===== src/rtl/instr_fetch_unit.sv =====
// instr_fetch_unit: PC, valid/ready instruction-memory requests, in-order prefetch FIFO and decoder field split.
// Optional feature macro: FETCH_PERF_EN builds the fetched/flush performance counters (tied to zero otherwise).
module instr_fetch_unit #(
  parameter int unsigned       ADDR_W     = 32,
  parameter logic [ADDR_W-1:0] RESET_PC   = '0,
  parameter int unsigned       FIFO_DEPTH = 2
) (
  input  logic              clk,
  input  logic              reset,
  output logic              imem_req_valid,
  input  logic              imem_req_ready,
  output logic [ADDR_W-1:0] imem_addr,
  input  logic              imem_rsp_valid,
  input  logic [31:0]       imem_rdata,
  input  logic              redirect,
  input  logic [ADDR_W-1:0] redirect_pc,
  input  logic              dec_ready,
  output logic              instr_valid,
  output logic [31:0]       instr,
  output logic [ADDR_W-1:0] instr_pc,
  output logic [1:0]        op,
  output logic              funct5,
  output logic              funct4,
  output logic              funct1,
  output logic [31:0]       perf_fetched,
  output logic [31:0]       perf_flushes
);

  localparam int unsigned PTR_W = $clog2(FIFO_DEPTH);
  localparam int unsigned CNT_W = PTR_W + 1;

  typedef enum logic {FETCH, FLUSH} state_t;

  state_t            state, state_n;
  logic [ADDR_W-1:0] pc, pc_n;
  logic [CNT_W-1:0]  outstanding, outstanding_n;
  logic [CNT_W-1:0]  drop, drop_n;
  logic [CNT_W-1:0]  count;
  logic [CNT_W-1:0]  in_flight;
  logic [CNT_W:0]    occupancy;
  logic [PTR_W-1:0]  wr_ptr, rd_ptr;
  logic [31:0]       fifo_data [FIFO_DEPTH];
  logic [ADDR_W-1:0] fifo_pc   [FIFO_DEPTH];
  logic [ADDR_W-1:0] resp_pc;
  logic              accept, rsp_ok, push, pop;

  // Only one of outstanding/drop is non-zero at a time: FETCH owns the former, FLUSH the latter.
  assign in_flight = outstanding + drop;
  assign occupancy = {1'b0, outstanding} + {1'b0, count};

  assign imem_req_valid = !reset && (state == FETCH) && (occupancy < (CNT_W+1)'(FIFO_DEPTH));
  assign imem_addr      = pc;
  assign accept         = imem_req_valid && imem_req_ready;
  // A response with nothing in flight is a memory protocol error and is ignored.
  assign rsp_ok         = imem_rsp_valid && (in_flight != '0);
  assign push           = (state == FETCH) && rsp_ok && !redirect;
  assign pop            = instr_valid && dec_ready;

  // In-flight requests are contiguous words ending just below pc, so the oldest one is pc - 4*outstanding.
  assign resp_pc = pc - ADDR_W'({outstanding, 2'b00});

  always_comb begin
    // NOTE: every combinational output gets a default first so no path can infer a latch.
    state_n       = state;
    pc_n          = pc;
    outstanding_n = outstanding;
    drop_n        = drop;
    if (redirect) begin
      pc_n          = {redirect_pc[ADDR_W-1:2], 2'b00};
      outstanding_n = '0;
      drop_n        = in_flight + CNT_W'(accept) - CNT_W'(rsp_ok);
      state_n       = (drop_n != '0) ? FLUSH : FETCH;
    end else begin
      unique case (state)
        FETCH: begin
          if (accept) pc_n = pc + ADDR_W'(4);
          outstanding_n = outstanding + CNT_W'(accept) - CNT_W'(rsp_ok);
        end
        FLUSH: begin
          drop_n = drop - CNT_W'(rsp_ok);
          if (drop_n == '0) state_n = FETCH;
        end
        default: state_n = FETCH;
      endcase
    end
  end

  always_ff @(posedge clk) begin
    // NOTE: sequential state uses non-blocking assignments so every register samples pre-edge values.
    if (reset) begin
      state       <= FETCH;
      pc          <= RESET_PC;
      outstanding <= '0;
      drop        <= '0;
      count       <= '0;
      wr_ptr      <= '0;
      rd_ptr      <= '0;
    end else begin
      state       <= state_n;
      pc          <= pc_n;
      outstanding <= outstanding_n;
      drop        <= drop_n;
      if (redirect) begin
        count  <= '0;
        wr_ptr <= '0;
        rd_ptr <= '0;
      end else begin
        count <= count + CNT_W'(push) - CNT_W'(pop);
        if (push) wr_ptr <= wr_ptr + PTR_W'(1);
        if (pop)  rd_ptr <= rd_ptr + PTR_W'(1);
      end
    end
  end

  // NOTE: FIFO storage is not reset; count alone decides which entries are meaningful.
  always_ff @(posedge clk) begin
    if (push) begin
      fifo_data[wr_ptr] <= imem_rdata;
      fifo_pc[wr_ptr]   <= resp_pc;
    end
  end

  assign instr_valid = (count != '0);
  assign instr       = instr_valid ? fifo_data[rd_ptr] : 32'h0;
  assign instr_pc    = instr_valid ? fifo_pc[rd_ptr]   : '0;
  assign op          = instr[27:26];
  assign funct5      = instr[25];
  assign funct4      = instr[24];
  assign funct1      = instr[20];

  // The low address bits of a redirect target are architecturally ignored.
  logic unused_redirect_bits;
  assign unused_redirect_bits = ^redirect_pc[1:0];

`ifdef FETCH_PERF_EN
  always_ff @(posedge clk) begin
    if (reset) begin
      perf_fetched <= '0;
      perf_flushes <= '0;
    end else begin
      if (pop)      perf_fetched <= perf_fetched + 32'd1;
      if (redirect) perf_flushes <= perf_flushes + 32'd1;
    end
  end
`else
  assign perf_fetched = 32'h0;
  assign perf_flushes = 32'h0;
`endif

`ifndef SYNTHESIS
  rsp_protocol: assert property (@(posedge clk) disable iff (reset) imem_rsp_valid |-> (in_flight != '0))
    else $error("imem response arrived with no request in flight");
`endif

endmodule


===== config.mk =====
export PLATFORM = sky130hd
export DESIGN_NAME = instr_fetch_unit
export DESIGN_NICKNAME = d
export VERILOG_FILES = /design/src/rtl/instr_fetch_unit.sv
export SDC_FILE = /design/constraint.sdc
export NUM_CORES = 1
export LEC_CHECK = 0
export CAP_MARGIN = 20
export CORE_MARGIN = 1.5
export CORE_UTILIZATION = 48
export DETAILED_ROUTE_END_ITERATION = 6
export GPL_TIMING_DRIVEN = 0
export PLACE_DENSITY_LB_ADDON = 0.3
export SLEW_MARGIN = 20
export SYNTH_ARGS = -nofsm -noshare
export SYNTH_HDL_FRONTEND = slang
export SYNTH_SLANG_ARGS = --single-unit

===== constraint.sdc =====
create_clock -name clk -period 4.8 [get_ports clk]
set_input_delay 0.72 -clock clk [delete_from_list [all_inputs] [get_ports clk]]
set_output_delay 0.72 -clock clk [all_outputs]
set_load 0.005 [all_outputs]

==> impl_metrics.yaml, run 1 <==
global_routing:
  grt_use_total: 0.210
  antenna_found_initial: 0
  grt_overflow: 0
  grt_max_degree: 27
  grt_first_pass_wirelength_um: 29400
  grt_pass1_vias: 5864
cells_and_area:
  fill_cells: 1366
  drive_gt1_frac: 0.124
  final_net_count: 1079
  final_area_mm2: 0.0113
  area_delta_synth_final_pct: 34.9
  multi_input_area_mm2: 0.00324
  antenna_cells: 0
  final-seq-area_mm2: 0.00452
  final_cells: 1235
cts:
  cts.sinks: 164
  worstSkewPairLatency_ns: 0.43
  postCtsHoldBufs: 0
  cts_tree: "done"
  cts_resized: 0
  cts_max_level: 4
  cts_setup_buffers: 0
  clkSlewWorstSetupHoldPaths_ns: 0.06
  numCtsBuffers: 17
  cts_max_path_buffers: 2
  cts_root_buf: "clkbuf_16"
worst_setup_path:
  cp.arrival_ns: 2.70
  cp.required_ns: 4.08
  reg2reg_slack_ns: 1.65
  crit_path_start: "count[1]"
  crit_type: "register to output pin"
  r2r_cells: 13
  end_kind: "output pin"
  worstPathMaxFanout: 10
  rr_startpoint: "outstanding[0]"
  reg2reg_to: "state"
  critPathLaunchType: "register"
routing:
  drt_iter0_markers: 365
  drt_pass1_iterations: 5
  vias: 6279
  wire_per_inst_um: 15.2
  vias_per_cell: 5.08
  postRouteAntennaNets: 0
  routed_wl_um: 18800
  drc: 0
power_and_ir_drop:
  power_density_mw_per_mm2: 360
  p_total_w: 0.00405
  peakVddDrop_v: 0.000248
  p_leak_nw: 3.99
sta:
  fin_crit_sh: 0.713
  fmax_mhz: 292
  rsz0062_at_grt: "no"
  min_period_ns: 3.42
  finalSetupViolations: 0
  fin_ws_ns: 1.38
  report.final.slew_viol_count: 0
  finalHoldViolCount: 0
  worstMarginPinSlew_ns: 0.967
  skew_ns: 0.0134
  slew_headroom: 0.353
  setup_tns_ns: 0
floorplan:
  dieArea_mm2: 0.0182
  fp.coreArea_mm2: 0.0171
  start_util: 0.488
  num_rows: 48
  die_w_um: 135
  ios: 237
  die_h_um: 135
yosys:
  ys.flop_type: "edfxtp_1"
  yosysWarnings: 0
  yosysMostFrequentCell: "edfxtp_1"
  synth_edf_count: 124
  yosys-top-cells-area: "edfxtp_1 (45%), dfxtp_1 (9.6%), mux2i_1 (7.6%)"
  netlist.area_leader.share: 0.446
  avgSynthCellArea_um2: 11.2
  netlist_area_mm2: 0.00835
  ys_seq_area_frac: 0.542
  synthCells: 742
  ys_top_cells_by_count: "edfxtp_1 (124), nor2_1 (109), buf_4 (73)"
  ys_ff_latch: 164
  ys_async_sr_fraction: 0
  synth_top_area_cell: "edfxtp_1"
  synth_cell_types: 53
placement:
  dpl.hpwl_um: 14000
  gp_congestion: 0.937
  placed_cells: 1203
  port_buffers: 165
  pre_cts_ws_ns: 1.45
  dpl_cell_area_mm2: 0.0106
job:
  cap_violations: 0
status:
  status: "completed"
hold_path:
  min_path_type: "register to register"
  whs_path_depth: 2
  hp-start: "rd_ptr"
[routing by layer]
layer	wire, um	share of wire	GRT usage	vias to the layer above
met5	0	0	0	-
met4	425	0.023	0.0818	0
met3	1520	0.081	0.0537	31
met2	9140	0.49	0.350	271
met1	7740	0.41	0.264	2906
li1	-	-	-	3071
[stage by stage]
stage,util,hold WS (ns)
2_1_floorplan,-,0.481
3_3_place_gp,0.615,0.494
3_5_place_dp,0.622,0.526
4_1_cts,0.658,0.539
5_1_grt,0.658,0.575
6_report,0.658,0.534
[layout by cell type (no fill, tap or decap), types with 5 or more instances in the layout]
cell type and count:
ha_1 10, nor4_1 14, a21oi_1 7, edfxtp_1 124
nand2_1 18, nand4_1 16, a211oi_1 14, nand3_1 23
nor3_1 15, or3_1 5, o31ai_1 11, mux2i_1 63
xor2_1 10, inv_1 17, or4_1 14, buf_4 73
nand4b_1 6, a311oi_1 14, clkdlybuf4s50_1 165, and3_1 7
buf_1 6, conb_1 68, inv_6 7, clkbuf_16 17
nor2_1 107, dfxtp_1 40, xnor2_1 35, o21ai_0 5
clkbuf_1 41
[kinds of logic (layout without fill, tap and decap cells)]
family | Yosys count | count (layout) | share of synthesized area
AND/OR/NAND/NOR | 247 | 247 | 0.152
flip-flops | 164 | 164 | 0.542
buffers and inverters | 144 | 345 | 0.101
AO/OA/AOI/OAI | 65 | 65 | 0.0588
multiplexers | 63 | 63 | 0.0756
XOR/XNOR | 46 | 46 | 0.0501
adder cells (fa/ha/maj) | 12 | 12 | 0.0198
other | 1 | 68 | 0.000449
[power by group]
part | leakage (nW) | total (W) | internal, W | switching, W
Clock | 0.300 | 0.00140 | 0.000833 | 0.000568
Sequential | 1.46 | 0.00175 | 0.00169 | 0.0000580
Combinational | 2.23 | 0.000901 | 0.000441 | 0.000460
Total | 3.99 | 0.00405 | 0.00296 | 0.00109
[flip-flops by register name (all words and copies together) (netlist names), named ones only]
| name | count |
|---|---|
| fifo_data | 64 |
| wr_ptr | 1 |
| drop | 2 |
| fifo_pc | 60 |
| rd_ptr | 1 |
| outstanding | 2 |
| imem_addr | 30 |
| count | 2 |
| state | 1 |
[critical path, stage by stage (launching register included)]
cell,delay (ns)
dfxtp_1,0.36
nor2_1,0.75
clkbuf_1,0.45
nor2_1,0.15
buf_4,0.16
clkdlybuf4s50_1,0.43
[final cells by class]
class / instances / share of cell area
Multi-Input combinational cell: 501 / 0.288
Clock inverter: 15 / 0.0172
Buffer: 125 / 0.0677
Sequential cell: 164 / 0.402
Tap cell: 225 / 0.0250
Clock buffer: 17 / 0.0378
Inverter: 19 / 0.00744
Timing Repair Buffer: 169 / 0.155
[worst max path at each step]
| stage | to | slack (ns) |
|---|---|---|
| floorplan | fifo_data[0][0] | 0.56 |
| global placement | fifo_data[0][8] | -1.19 |
| detailed placement | state | 1.45 |
| CTS | instr[20] | 1.30 |
| global route | instr[24] | 1.18 |
| finish | instr[24] | 1.38 |
No activity file was read; power rests on OpenSTA's default activity.
==> run 2: changes to the inputs <==
==> constraint.sdc (replaced) <==
create_clock -name clk -period 3.4 [get_ports clk]
set_input_delay 0.51 -clock clk [delete_from_list [all_inputs] [get_ports clk]]
set_output_delay 0.51 -clock clk [all_outputs]
set_load 0.005 [all_outputs]
==> impl_metrics.yaml, run 2 (synthesis gave the netlist of run 1 again) <==
power_and_ir_drop:
  peakVddDrop_v: 0.000352
  power_density_mw_per_mm2: 508
  p_leak_nw: 3.99
  p_total_w: 0.00572
cts:
  cts.sinks: 164
  worstSkewPairLatency_ns: 0.43
  cts_max_path_buffers: 2
  cts_tree: "done"
  numCtsBuffers: 17
  clkSlewWorstSetupHoldPaths_ns: 0.06
  postCtsHoldBufs: 0
  cts_root_buf: "clkbuf_16"
  cts_max_level: 4
  cts_setup_buffers: 0
worst_setup_path:
  r2r_cells: 13
  max_stage_delay_ns: 0.75
  reg2reg_slack_ns: 0.25
  critPathLaunchType: "register"
  crit_type: "register to output pin"
  cp_slowest_cell: "nor2_1"
  cp.required_ns: 2.89
  end_kind: "output pin"
  rr_startpoint: "outstanding[0]"
  worstPathMaxFanout: 10
  path_common_cell: "nor2_1"
  cp.arrival_ns: 2.68
  cp_cell_sequence: "nor2_1 > clkbuf_1 > nor2_1 > buf_4 > clkdlybuf4s50_1"
  reg2reg_to: "state"
routing:
  drt_iter0_markers: 358
  drc: 0
  drt_pass1_iterations: 5
  vias: 6284
  postRouteAntennaNets: 0
  vias_per_cell: 5.09
  routed_wl_um: 18800
  wire_per_inst_um: 15.3
global_routing:
  grt_max_degree: 27
  grt_busiest_layer: "met2"
  grt_pass1_vias: 5864
  use_met3: 0.0537
  antenna_found_initial: 0
  grt_first_pass_wirelength_um: 29400
  grt_util_met1: 0.264
  global_route.usage.met2: 0.350
  grt_overflow: 0
  grt_use_total: 0.210
hold_path:
  min_path_type: "register to register"
  hp-start: "rd_ptr"
  whs_path_depth: 2
sta:
  slew_headroom: 0.350
  min_period_ns: 3.19
  fmax_mhz: 313
  finalSetupViolations: 0
  rsz0062_at_grt: "no"
  fin_crit_sh: 0.939
  finalHoldViolCount: 0
  report.final.slew_viol_count: 0
  worstMarginPinSlew_ns: 0.972
  skew_ns: 0.0131
cells_and_area:
  final_net_count: 1079
  fill_cells: 1365
  largest_reg_flops: 64
  mostFrequentLayoutCell: "clkdlybuf4s50_1"
  multi_input_area_mm2: 0.00324
  post-route-util: 0.658
  final-seq-area_mm2: 0.00452
  area_delta_synth_final_pct: 34.9
  most-common-layout-cells: "clkdlybuf4s50_1 (165), edfxtp_1 (124), nor2_1 (107), buf_4 (73), conb_1 (68)"
  drive_gt1_frac: 0.125
  antenna_cells: 0
  largest_register: "fifo_data"
placement:
  gp_congestion: 0.937
  dpl.hpwl_um: 14000
  port_buffers: 165
floorplan:
  start_util: 0.488
  num_rows: 48
  fp.coreArea_mm2: 0.0171
  die_w_um: 135
  die_h_um: 135
  dieArea_mm2: 0.0182
  ios: 237
status:
  status: "completed"
job:
  cap_violations: 0
-- run 2: what timing repair did --
item | in CTS | in global routing
hold endpoints to repair | 0 | 0
gates resized for setup | 0 | 1
endpoints found under the setup margin | 0 | 1
-- run 2: metrics by stage --
step / setup TNS, ns / std cells / hold WS, ns / setup slack, ns / cell area, um2
2_1_floorplan: -79.76 / 809 / 0.481 / -0.643 / 8600
3_3_place_gp: -292.95 / 1199 / 0.494 / -2.38 / 10500
3_5_place_dp: 0 / 1203 / 0.526 / 0.262 / 10600
4_1_cts: 0 / 1235 / 0.539 / 0.105 / 11300
5_1_grt: 0 / 1235 / 0.575 / 0.0534 / 11300
6_report: 0 / 1235 / 0.534 / 0.206 / 11300
-- run 2: how the worst max path moves through the flow --
stage	start	to	slack, ns	depth (start not counted)
finish	count[1]	instr[24]	0.21	5
floorplan	outstanding[0]	fifo_data[0][0]	-0.64	4
global placement	imem_rsp_valid	fifo_data[0][8]	-2.38	3
global route	register	instr_pc[16]	0.05	5
CTS	count[1]	instr[20]	0.11	5
detailed placement	reset	state	0.26	12
-- run 2: power breakdown --
part           switching (W)  internal (W)
Sequential         0.0000821       0.00238
Clock               0.000802       0.00118
Combinational       0.000650      0.000623
-- run 2: critical path, delay by kind of cell, from the launching register on --
family | cells | cell delay [ns]
buffers and inverters | 3 | 1.03
and+or+nand+nor | 2 | 0.89
DFF | 1 | 0.36
-- run 2: layout make-up --
| cell class | count | area share |
|---|---|---|
| tap | 225 | 0.0250 |
| clock buffer | 17 | 0.0378 |
| buffer | 125 | 0.0678 |
| inverter | 19 | 0.00744 |
| multi-input combinational | 501 | 0.288 |
| sequential | 164 | 0.402 |
| timing repair buffer | 169 | 0.155 |
| clock inverter | 15 | 0.0172 |
-- run 2: per-layer routing --
layer	wire, um	vias up
met3	1510	31
met2	9160	271
met1	7750	2912
met5	0	-
li1	-	3070
met4	425	0
